<file path="src/rtl/fft_out_scaler.sv">
// fft_out_scaler: output stage of the 256-point fixed-point FFT core.
// Rounds (half-up), shifts and saturates each 32-bit complex component to
// P_OUT_WIDTH bits, packs {im, re} into one word, regenerates frame framing
// from an internal sample counter and keeps frame/saturation statistics.
//
// Ports:
//   aclk, areset            clock, synchronous active-high reset
//   s_axis_*                64-bit complex input stream ([31:0]=re, [63:32]=im)
//   m_axis_*                packed output stream, tuser = sample index [7:0]
//   clear                   synchronous clear of frame_count / sat_count
//   frame_count             completed frames (wraps)
//   sat_count               beats with any clipped component (sticks at max)
//   err_tlast_missing       pulse: no tlast on the last sample of a frame
//   err_tlast_unexpected    pulse: tlast before the last sample of a frame
module fft_out_scaler #(
  parameter int unsigned P_SAMPLE_NUM = 256,
  parameter int unsigned P_SHIFT      = 8,
  parameter int unsigned P_OUT_WIDTH  = 16
) (
  input  logic                       aclk,
  input  logic                       areset,
  input  logic [63:0]                s_axis_tdata,
  input  logic                       s_axis_tvalid,
  output logic                       s_axis_tready,
  input  logic                       s_axis_tlast,
  output logic [2*P_OUT_WIDTH-1:0]   m_axis_tdata,
  output logic [7:0]                 m_axis_tuser,
  output logic                       m_axis_tvalid,
  input  logic                       m_axis_tready,
  output logic                       m_axis_tlast,
  input  logic                       clear,
  output logic [15:0]                frame_count,
  output logic [15:0]                sat_count,
  output logic                       err_tlast_missing,
  output logic                       err_tlast_unexpected
);

  localparam int unsigned IdxW = (P_SAMPLE_NUM > 1) ? $clog2(P_SAMPLE_NUM) : 1;
  localparam int unsigned DW   = 2 * P_OUT_WIDTH;

  localparam logic signed [32:0] MaxPos = (33'sd1 <<< (P_OUT_WIDTH - 1)) - 33'sd1;
  localparam logic signed [32:0] MaxNeg = -(33'sd1 <<< (P_OUT_WIDTH - 1));
  localparam logic signed [32:0] Half   = 33'sd1 <<< (P_SHIFT - 1);

  // Returns {clipped, value}.
  function automatic logic [P_OUT_WIDTH:0] scale_comp(input logic [31:0] x);
    logic signed [32:0] t;
    logic signed [32:0] y;
    t = $signed({x[31], x}) + Half;
    y = t >>> P_SHIFT;
    if (y > MaxPos) begin
      scale_comp = {1'b1, MaxPos[P_OUT_WIDTH-1:0]};
    end else if (y < MaxNeg) begin
      scale_comp = {1'b1, MaxNeg[P_OUT_WIDTH-1:0]};
    end else begin
      scale_comp = {1'b0, y[P_OUT_WIDTH-1:0]};
    end
  endfunction

  // Two-entry buffer: head drives the output port directly, tail holds the overflow beat.
  logic [DW-1:0]   head_data_q, head_data_d, tail_data_q, tail_data_d;
  logic [7:0]      head_user_q, head_user_d, tail_user_q, tail_user_d;
  logic            head_last_q, head_last_d, tail_last_q, tail_last_d;
  logic [1:0]      count_q, count_d;
  logic            ready_q, ready_d;
  logic [IdxW-1:0] idx_q, idx_d;
  logic [15:0]     frame_q, frame_d, sat_q, sat_d;
  logic            err_miss_q, err_miss_d, err_unexp_q, err_unexp_d;

  logic                 in_fire, out_fire;
  logic [P_OUT_WIDTH:0] re_s, im_s;
  logic [DW-1:0]        beat_data;
  logic [7:0]           beat_user;
  logic                 beat_sat, at_end, beat_last;

  always_comb begin
    in_fire   = s_axis_tvalid & ready_q;
    out_fire  = (count_q != 2'd0) & m_axis_tready;
    re_s      = scale_comp(s_axis_tdata[31:0]);
    im_s      = scale_comp(s_axis_tdata[63:32]);
    beat_data = {im_s[P_OUT_WIDTH-1:0], re_s[P_OUT_WIDTH-1:0]};
    beat_sat  = re_s[P_OUT_WIDTH] | im_s[P_OUT_WIDTH];
    beat_user = 8'(idx_q);
    at_end    = (idx_q == IdxW'(P_SAMPLE_NUM - 1));
    beat_last = at_end | s_axis_tlast;

    head_data_d = head_data_q;
    head_user_d = head_user_q;
    head_last_d = head_last_q;
    tail_data_d = tail_data_q;
    tail_user_d = tail_user_q;
    tail_last_d = tail_last_q;
    count_d     = count_q;

    unique case (count_q)
      2'd0: begin
        if (in_fire) begin
          head_data_d = beat_data;
          head_user_d = beat_user;
          head_last_d = beat_last;
          count_d     = 2'd1;
        end
      end
      2'd1: begin
        if (in_fire && out_fire) begin
          head_data_d = beat_data;
          head_user_d = beat_user;
          head_last_d = beat_last;
        end else if (in_fire) begin
          tail_data_d = beat_data;
          tail_user_d = beat_user;
          tail_last_d = beat_last;
          count_d     = 2'd2;
        end else if (out_fire) begin
          count_d = 2'd0;
        end
      end
      2'd2: begin
        // No push possible here: ready is low while full.
        if (out_fire) begin
          head_data_d = tail_data_q;
          head_user_d = tail_user_q;
          head_last_d = tail_last_q;
          count_d     = 2'd1;
        end
      end
      default: count_d = 2'd0;
    endcase

    // Ready is registered from the next occupancy, so m_axis_tready never reaches it combinationally.
    ready_d = (count_d != 2'd2);

    idx_d = idx_q;
    if (in_fire) begin
      idx_d = beat_last ? '0 : idx_q + 1'b1;
    end

    err_unexp_d = in_fire & s_axis_tlast & ~at_end;
    err_miss_d  = in_fire & ~s_axis_tlast & at_end;

    frame_d = frame_q;
    sat_d   = sat_q;
    if (clear) begin
      frame_d = '0;
      sat_d   = '0;
    end else begin
      if (in_fire && beat_last) begin
        frame_d = frame_q + 16'd1;
      end
      if (in_fire && beat_sat && (sat_q != 16'hFFFF)) begin
        sat_d = sat_q + 16'd1;
      end
    end
  end

  always_ff @(posedge aclk) begin
    if (areset) begin
      head_data_q <= '0;
      head_user_q <= '0;
      head_last_q <= 1'b0;
      tail_data_q <= '0;
      tail_user_q <= '0;
      tail_last_q <= 1'b0;
      count_q     <= 2'd0;
      ready_q     <= 1'b0;
      idx_q       <= '0;
      frame_q     <= '0;
      sat_q       <= '0;
      err_miss_q  <= 1'b0;
      err_unexp_q <= 1'b0;
    end else begin
      head_data_q <= head_data_d;
      head_user_q <= head_user_d;
      head_last_q <= head_last_d;
      tail_data_q <= tail_data_d;
      tail_user_q <= tail_user_d;
      tail_last_q <= tail_last_d;
      count_q     <= count_d;
      ready_q     <= ready_d;
      idx_q       <= idx_d;
      frame_q     <= frame_d;
      sat_q       <= sat_d;
      err_miss_q  <= err_miss_d;
      err_unexp_q <= err_unexp_d;
    end
  end

  assign s_axis_tready        = ready_q;
  assign m_axis_tdata         = head_data_q;
  assign m_axis_tuser         = head_user_q;
  assign m_axis_tlast         = head_last_q;
  assign m_axis_tvalid        = (count_q != 2'd0);
  assign frame_count          = frame_q;
  assign sat_count            = sat_q;
  assign err_tlast_missing    = err_miss_q;
  assign err_tlast_unexpected = err_unexp_q;

endmodule

</file>
<file path="config.mk">
export PLATFORM = sky130hd
export DESIGN_NAME = fft_out_scaler
export DESIGN_NICKNAME = d
export VERILOG_FILES = /design/src/rtl/fft_out_scaler.sv
export SDC_FILE = /design/constraint.sdc
export NUM_CORES = 1
export LEC_CHECK = 0
export BUFFER_PORTS_ARGS = -buffer_cell sky130_fd_sc_hd__buf_2
export CAP_MARGIN = 20
export CORE_MARGIN = 3
export CORE_UTILIZATION = 49
export CTS_CLUSTER_DIAMETER = 120
export DETAILED_ROUTE_END_ITERATION = 16
export GPL_ROUTABILITY_DRIVEN = 0
export PLACE_DENSITY_LB_ADDON = 0.12
export SETUP_SLACK_MARGIN = 0.2
export SLEW_MARGIN = 20
export SYNTH_ARGS = -nofsm -noshare
export SYNTH_HDL_FRONTEND = slang
export SYNTH_SLANG_ARGS = --single-unit
</file>
<file path="constraint.sdc">
create_clock -name aclk -period 2.7 [get_ports aclk]
set_input_delay 0.27 -clock aclk [delete_from_list [all_inputs] [get_ports aclk]]
set_output_delay 0.27 -clock aclk [all_outputs]
set_load 0.005 [all_outputs]
</file>
==> results.yml, run 1 <==
synth:
  netlist_instances: 830
  ys.flop_type: "dfxtp_1"
  syn_nets: 905
  ys_types: 56
  syn-cell-area_sq_um: 6650
  yosys_register_bits: 127
  synth_edf_count: 0
  synth_top_area_frac: 0.383
  yosys-top-cells-count: "131 x nor2_1, 127 x dfxtp_1, 77 x nand2_1, 51 x a21oi_1, 49 x clkbuf_1"
  synth-async-reset-ratio: 0
  ys_seq_area_frac: 0.383
  yosysWarningCount: 0
  synth_area_leader_cell: "dfxtp_1"
  syn_avg_cell_area_sq_um: 8.01
  synth_area_leaders: "dfxtp_1 38%, nor2_1 7.4%, nand2_1 4.3%"
  synth_most_common_cell: "nor2_1"
detailed_routing:
  viasPerCell: 5.77
  firstDrtPassIters: 5
  final_antenna_net_count: 0
  drt_iter0_markers: 713
  drc_errors: 0
  routedWlPerCell_um: 15.7
  wl_um: 18300
  vias: 6746
timing:
  worstMarginPinSlew_ps: 751
  setup_viol: 0
  timing.final.crit_period_ps: 2470
  rsz0062_at_grt: "true"
  setup_slack_ps: 225
  min_period_over_period: 0.917
  fmax_mhz: 404
  hold_violations: 0
  finalClockSkew_ps: 7.46
  finalMaxSlewViolations: 0
  final.setup.tns_ps: 0
  whs_ps: 84.9
  slew_headroom: 0.495
hold_path:
  min_path_cells: 2
  hold_start: "s_axis_tlast"
  hold_end: "err_tlast_missing"
  hold_class: "in2reg"
global_route:
  antenna_found_initial: 0
  grt_use_total: 0.241
  grt_max_degree: 69
  grt_pass1_vias: 6424
  grt_pass1_wl_um: 29600
  grt_overflow: 0
placed_design:
  io_buffers: 132
  place_inst: 1131
  preCtsSetupSlack_ps: -218
  hpwl_um: 12600
finish:
  area_delta_synth_final_pct: 26.8
  diodes: 0
  fin_cells: 1169
  post_route_cells_drive_above_1_share: 0.272
  nNetsFinal: 1059
  fin_util: 0.652
worst_setup_path:
  worstSetupPathType: "in2reg"
  critPathLaunch: "s_axis_tdata[16]"
  r2r_end: "sat_count[9]"
  critPathMaxFanout: 8
  r2r_slack_ps: 320
  timing.rr.start: "sat_count[8]"
  worst-r2r-cell-count: 8
  crit_path_start_kind: "input pin"
  critPathArrivalTime_ps: 2800
  required_ps: 3030
  critPathCaptureType: "flop"
clock_tree:
  cts_tree: "yes"
  clk_pin_slew_ps: 60
  clk_path_buf_depth: 2
  cts.sinks: 127
  htreeDepth: 4
  cts_root_buf: "clkbuf_16"
  numCtsBuffers: 17
  clock_latency_ps: 410
flow_run:
  maxCapViolations: 0
floorplanning:
  fp.dieH_um: 122
  io_pins: 147
  std_cell_rows: 41
  start_util: 0.514
  die_w_um: 122
  die_area_sq_um: 15000
  core_sq_um: 12900
power_and_ir_drop:
  p_int_w: 0.00352
  ir_drop_uv: 464
  swShare: 0.250
  pwr-share-seq: 0.420
  p_sw_w: 0.00118
  comb_power_share: 0.107
  clkPwrFrac: 0.474
  leakagePower_nw: 3.30
  power.density_nw_per_um2: 557
run_status:
  status: "completed"
## per-stage QoR
stage | cell area, sq um | power (W)
global placement | 7760 | 0.00248
CTS | 8340 | 0.00472
floorplan | 6660 | 0.00227
finish | 8430 | 0.00470
global route | 8430 | 0.00488
detailed placement | 7760 | 0.00250
## repair_timing
action,CTS,global route
cloned,0,2
hold buffers,0,0
setup endpoints to repair,2,34
gates resized for setup,0,13
buffers inserted,1,3
pin swaps,0,0
## cells by family after synthesis
family | synth area share
buffers and inverters | 0.0410
and+or+nand+nor | 0.296
adders and majority gates | 0.00941
AOI/OAI and AO/OA | 0.198
muxes | 0.00452
DFF | 0.383
xor gates and xnor gates | 0.0685
## state kept, by name (all words and copies together) (netlist names), 2 cells and up
signal and flops:
m_axis_tdata 32, tail_data_q 32, frame_count 16, sat_count 16, beat_user 8, m_axis_tuser 8, tail_user_q 8, count_q 2
## worst max path at each step
stage                            to  depth (start not counted)
global placement    m_axis_tdata[5]                         10
finish                 sat_count[6]                         10
CTS                    sat_count[5]                         11
detailed placement     sat_count[5]                         11
global route           sat_count[6]                         10
floorplan             sat_count[14]                          9
## layer usage
layer  vias up  track usage  share of wire
li1       3341            -              -
met1      3162        0.297           0.44
met2       221        0.415           0.48
met3        22       0.0562          0.066
met4         0       0.0826          0.013
met5         -            0              0
## critical path, stage by stage
cell	delay (ps)
buf_2	110
nand4_2	140
or4_4	560
buf_4	160
o21ai_2	160
a211oi_2	110
and3_2	280
o221a_4	330
or4_1	520
a21oi_1	160
## final cells by class
cell class	instances	area, sq um
fill	1138	4500
multi-input combinational	642	3930
sequential	127	2540
timing repair buffer	190	1140
clock buffer	18	439
tap	172	215
clock inverter	14	141
inverter	6	22.5
## layout by cell type (no fill, tap or decap), types with 3 or more instances in the layout
| cell | instances |
|---|---|
| buf_2 | 131 |
| nor2_1 | 129 |
| dfxtp_1 | 126 |
| nand2_1 | 77 |
| buf_4 | 56 |
| a21oi_1 | 51 |
| a211oi_1 | 35 |
| o21ai_0 | 32 |
| xor2_1 | 31 |
| or3_1 | 28 |
| nor3_1 | 26 |
| nand4_1 | 25 |
| nand3_1 | 21 |
| xnor2_1 | 21 |
| clkbuf_16 | 17 |
| nand3b_1 | 16 |
| and3_1 | 12 |
| o21ai_1 | 12 |
| and4_1 | 10 |
| a311oi_1 | 9 |
| or4_1 | 9 |
| o41ai_1 | 8 |
| o41ai_2 | 8 |
| o211ai_1 | 7 |
| or3_2 | 7 |
| inv_1 | 6 |
| o31ai_1 | 5 |
| ha_1 | 5 |
| clkinv_2 | 5 |
| nor4_1 | 4 |
| clkinvlp_4 | 4 |
| or2_2 | 3 |
| nand2b_1 | 3 |
| o21ai_2 | 3 |
| a31oi_1 | 3 |
| mux2i_1 | 3 |
| buf_12 | 3 |
## power groups by stage
stage          registers [W]  logic [W]  clock network [W]
2_1_floorplan        0.00201   0.000261                  0
3_3_place_gp         0.00201   0.000476                  0
3_5_place_dp         0.00201   0.000492                  0
4_1_cts              0.00197   0.000496            0.00225
5_1_grt              0.00198   0.000558            0.00234
6_report             0.00197   0.000501            0.00223
No activity file was read; power rests on OpenSTA's default activity.
==> inputs of run 2 (changes only) <==
- CORE_UTILIZATION: 49 -> 32
==> run 2 against run 1 <==
Effect of this change: power decreased by 0.35%; critical path depth increased by 1; count of clock-buffer cells in the layout decreased by 1; clock power decreased by 3%; hold slack improved by 11 ps; via count decreased by 3.5%; largest cell class unchanged; largest power group unchanged.
==> results.yml, run 2 (synthesis gave the netlist of run 1 again) <==
detailed_routing:
  wl_um: 19300
  drc_errors: 0
  routedWlPerCell_um: 14.9
  final_antenna_net_count: 0
  viasPerCell: 5.04
  vias: 6512
  firstDrtPassIters: 4
  drt_iter0_markers: 268
timing:
  rsz0062_at_grt: "false"
  hold_violations: 0
  finalClockSkew_ps: 10.7
  worstMarginPinSlew_ps: 803
  setup_slack_ps: 303
  fmax_mhz: 417
  min_period_over_period: 0.888
  finalMaxSlewViolations: 0
  setup_viol: 0
  slew_headroom: 0.465
  timing.final.crit_period_ps: 2400
clock_tree:
  cts_hold_buf: 0
  cts_tree: "yes"
  cts_root_buf: "clkbuf_16"
  clock_latency_ps: 420
  numCtsBuffers: 17
  cts.sinks: 127
  htreeDepth: 4
  clk_path_buf_depth: 2
  clk_pin_slew_ps: 60
worst_setup_path:
  r2r_slack_ps: 310
  required_ps: 3040
  critPathArrivalTime_ps: 2730
  r2r_end: "sat_count[11]"
  critPathMaxFanout: 8
  path_buf_inv: 3
  critPathCaptureType: "flop"
  critical-path-top-delay-family: "simple AND/OR/NAND/NOR gates"
  cp.depth: 11
  endpoint: "sat_count[14]"
  path_cells: "buf_2, nand4_2, or4_4, or3_4, buf_4, o211ai_2, o31ai_4, buf_12, o221a_4, or4_1, a21oi_1"
  worst-r2r-cell-count: 8
  cp_slowest_cell: "or4_4"
  timing.rr.start: "sat_count[8]"
  max_stage_delay_ps: 560
  crit_path_start_kind: "input pin"
  critPathLaunch: "s_axis_tdata[16]"
  worstSetupPathType: "in2reg"
floorplanning:
  std_cell_rows: 52
  fp.dieH_um: 150
  start_util: 0.327
  die_w_um: 150
  die_area_sq_um: 22500
  io_pins: 147
  core_sq_um: 20300
finish:
  nNetsFinal: 1085
  area_delta_synth_final_pct: 32.4
  final_common_cell: "buf_2"
  final_cell_area_sq_um: 8800
  most-common-layout-cells: "131 x buf_2, 128 x nor2_1, 126 x dfxtp_1"
  post_route_cells_drive_above_1_share: 0.293
  fin_cells: 1293
  diodes: 0
  fin_util: 0.433
power_and_ir_drop:
  clkPwrFrac: 0.464
  power.density_nw_per_um2: 532
  p_int_w: 0.00344
  power_w: 0.00468
  swShare: 0.264
  comb_power_share: 0.115
  pwr-share-seq: 0.421
  ir_drop_uv: 382
  p_sw_w: 0.00124
  leakagePower_nw: 3.42
placed_design:
  hpwl_um: 13400
  postPlaceCellArea_sq_um: 8090
  io_buffers: 132
  place_inst: 1255
  preCtsSetupSlack_ps: -148
global_route:
  grt_pass1_wl_um: 30500
  antenna_found_initial: 0
  grt_pass1_vias: 5985
  grt_overflow: 0
  grt_max_degree: 78
  grt_use_total: 0.167
hold_path:
  hold_class: "in2reg"
  min_path_cells: 2
run_status:
  status: "completed"
flow_run:
  maxCapViolations: 0
## run 2: cell types whose count changed in the layout (fill, tap and decap cells not counted), moves of 2 or more
cell        previous run  this run
buf_4                 56        80
clkinv_2               5         1
clkinvlp_4             4         7
o21ai_0               32        35
o21ai_1               12         9
and3_4                 0         2
buf_12                 3         5
clkinv_4               1         3
## run 2: how the worst min path moves through the flow
stage | endpoint | from
6_report | err_tlast_missing | s_axis_tlast
2_1_floorplan | err_tlast_missing | s_axis_tlast
4_1_cts | err_tlast_missing | s_axis_tlast
3_3_place_gp | tail_user_q[6] | tail_user_q[6]
3_5_place_dp | tail_user_q[4] | tail_user_q[4]
5_1_grt | err_tlast_missing | s_axis_tlast
## run 2: timing repair
item | 4_1_cts | 5_1_grt
pin swaps | 0 | 3
resized for setup | 0 | 16
buffers inserted | 1 | 3
endpoints found under the setup margin | 2 | 30
gates cloned | 0 | 2
## run 2: power groups by stage
stage / sequential [W] / combinational [W] / clock (W)
global route: 0.00197 / 0.000605 / 0.00234
CTS: 0.00197 / 0.000534 / 0.00224
detailed placement: 0.00201 / 0.000532 / 0
global placement: 0.00201 / 0.000534 / 0
floorplan: 0.00201 / 0.000261 / 0
finish: 0.00197 / 0.000540 / 0.00217
## run 2: routing by layer
metal | GRT usage | share of wire
met5 | 0 | 0
met4 | 0.0462 | 0.0073
met1 | 0.229 | 0.49
met3 | 0.0406 | 0.048
met2 | 0.261 | 0.45
## run 2: stage by stage
step / hold WS (ps) / TNS (ps)
floorplan: 348 / 0
global placement: 444 / -1980
detailed placement: 447 / -2840
CTS: 68.4 / 0
global route: 105 / 0
finish: 95.9 / 0
## run 2: cell type report
cell class,count,area [sq um]
Tap cell,270,338
Sequential cell,127,2540
Inverter,6,22.5
Clock buffer,17,425
Fill cell,2156,11500
Timing Repair Buffer,216,1360
Multi-Input combinational cell,642,3970
Clock inverter,15,140
==> inputs of run 3 (changes only) <==
- CORE_UTILIZATION: 32 -> 41
==> run 3 against run 2 <==
Effect of this change: fmax is 0.20% higher; non-clock buffer count is 13 lower; clock power is 24% higher; register-to-register slack hardly changed; core utilization is 12 points higher; final area is 1.4% lower; sequential power hardly changed; hold slack worse by 13 ps; highest routed layer unchanged.
==> results.yml, run 3 (synthesis gave the netlist of run 1 again) <==
worst_setup_path:
  timing.rr.start: "sat_count[7]"
  cp.depth: 8
  cp_slowest_cell: "or4b_2"
  critPathArrivalTime_ps: 2730
  required_ps: 3040
  endpoint: "sat_count[9]"
  critPathCaptureType: "flop"
  crit_path_start_kind: "flop"
  r2r_slack_ps: 310
  path_cells: "and3_1, and3_1, and2_2, nand2b_4, nor2_2, or4b_2, or3_2, a21oi_1"
  r2r_end: "sat_count[9]"
  path_buf_inv: 0
  max_stage_delay_ps: 670
  critical-path-top-delay-family: "simple AND/OR/NAND/NOR gates"
  crit_path_frequent_cell: "and3_1"
  worst-r2r-cell-count: 8
  critPathLaunch: "sat_count[7]"
  critPathMaxFanout: 5
  worstSetupPathType: "reg2reg"
placed_design:
  place_inst: 1187
  hpwl_um: 12100
  postPlaceCellArea_sq_um: 7950
  preCtsSetupSlack_ps: -123
  io_buffers: 132
detailed_routing:
  vias: 6460
  final_antenna_net_count: 0
  drc_errors: 0
  firstDrtPassIters: 4
  viasPerCell: 5.30
  routedWlPerCell_um: 14.1
  wl_um: 17200
  drt_iter0_markers: 464
floorplanning:
  core_sq_um: 15500
  fp.dieH_um: 133
  die_w_um: 133
  io_pins: 147
  die_area_sq_um: 17800
  start_util: 0.428
  std_cell_rows: 45
global_route:
  grt_max_degree: 107
  grt_pass1_vias: 5936
  grt_overflow: 0
  grt_use_total: 0.193
  grt_pass1_wl_um: 28900
  antenna_found_initial: 0
flow_run:
  maxCapViolations: 0
timing:
  worstMarginPinSlew_ps: 614
  timing.final.crit_period_ps: 2390
  fmax_mhz: 418
  hold_violations: 0
  min_period_over_period: 0.886
  whs_ps: 83.1
  rsz0062_at_grt: "true"
  finalMaxSlewViolations: 0
  setup_slack_ps: 307
  setup_viol: 0
  slew_headroom: 0.590
  finalClockSkew_ps: 6.54
clock_tree:
  numCtsBuffers: 17
  cts.sinks: 127
  cts_hold_buf: 0
  clock_latency_ps: 420
  htreeDepth: 4
  cts_root_buf: "clkbuf_16"
  cts_setup_buffers: 0
  cts_tree: "yes"
  clk_pin_slew_ps: 50
  clk_path_buf_depth: 2
finish:
  diodes: 0
  most-common-layout-cells: "131 x buf_2, 128 x nor2_1, 126 x dfxtp_1"
  fin_cells: 1219
  nNetsFinal: 1070
  area_delta_synth_final_pct: 30.5
  final_cell_area_sq_um: 8670
  post_route_cells_drive_above_1_share: 0.280
  final_common_cell: "buf_2"
power_and_ir_drop:
  swShare: 0.221
  leakagePower_nw: 3.42
  clkPwrFrac: 0.521
  pwr-share-seq: 0.381
  power.density_nw_per_um2: 596
  ir_drop_uv: 512
  comb_power_share: 0.098
  p_int_w: 0.00402
  p_sw_w: 0.00114
run_status:
  status: "completed"
hold_path:
  hold_class: "in2reg"
-- run 3: cell types whose count changed in the layout (fill, tap and decap cells not counted), sizes merged --
cell      delta
buf         -13
clkinvlp     -7
bufinv       +6
clkbuf       +4
inv          -3
o221a        -2
-- run 3: what timing repair did --
item                                   4_1_cts  5_1_grt
gates resized for setup                      0        9
endpoints found under the hold margin        0        0
setup endpoints to repair                    0       19
-- run 3: layout make-up --
class | count | area (sq um)
Fill cell | 1503 | 6870
Inverter | 6 | 22.5
Clock buffer | 21 | 460
Clock inverter | 11 | 234
Sequential cell | 127 | 2540
Tap cell | 211 | 264
Timing Repair Buffer | 203 | 1250
Multi-Input combinational cell | 640 | 3900
-- run 3: how the worst min path moves through the flow --
| stage | startpoint | to | depth (start not counted) |
|---|---|---|---|
| floorplan | s_axis_tlast | err_tlast_missing | 1 |
| CTS | s_axis_tlast | err_tlast_missing | 2 |
| global route | s_axis_tlast | err_tlast_missing | 2 |
| global placement | m_axis_tlast | m_axis_tlast | 2 |
| detailed placement | m_axis_tlast | m_axis_tlast | 2 |
| finish | s_axis_tlast | err_tlast_missing | 2 |
-- run 3: metrics by stage --
step           utilization  total power, W  setup TNS (ps)
2_1_floorplan            -         0.00227               0
3_3_place_gp         0.511         0.00251            -506
3_5_place_dp         0.511         0.00252           -1160
4_1_cts              0.556         0.00523               0
5_1_grt              0.558         0.00537               0
6_report             0.558         0.00517               0
-- run 3: power groups by stage --
stage	registers (W)	clock network (W)	logic (W)
after global placement	0.00201	0	0.000505
final	0.00197	0.00269	0.000507
after floorplan	0.00201	0	0.000261
after detailed placement	0.00201	0	0.000507
after CTS	0.00197	0.00275	0.000510
after global routing	0.00198	0.00283	0.000567
-- run 3: per-layer routing --
layer  vias up  share of wire  global-route usage
li1       3352              -                   -
met1      2930           0.47               0.264
met2       163           0.45               0.302
met3        15          0.066              0.0453
met4         0          0.012              0.0634
met5         -              0                   0
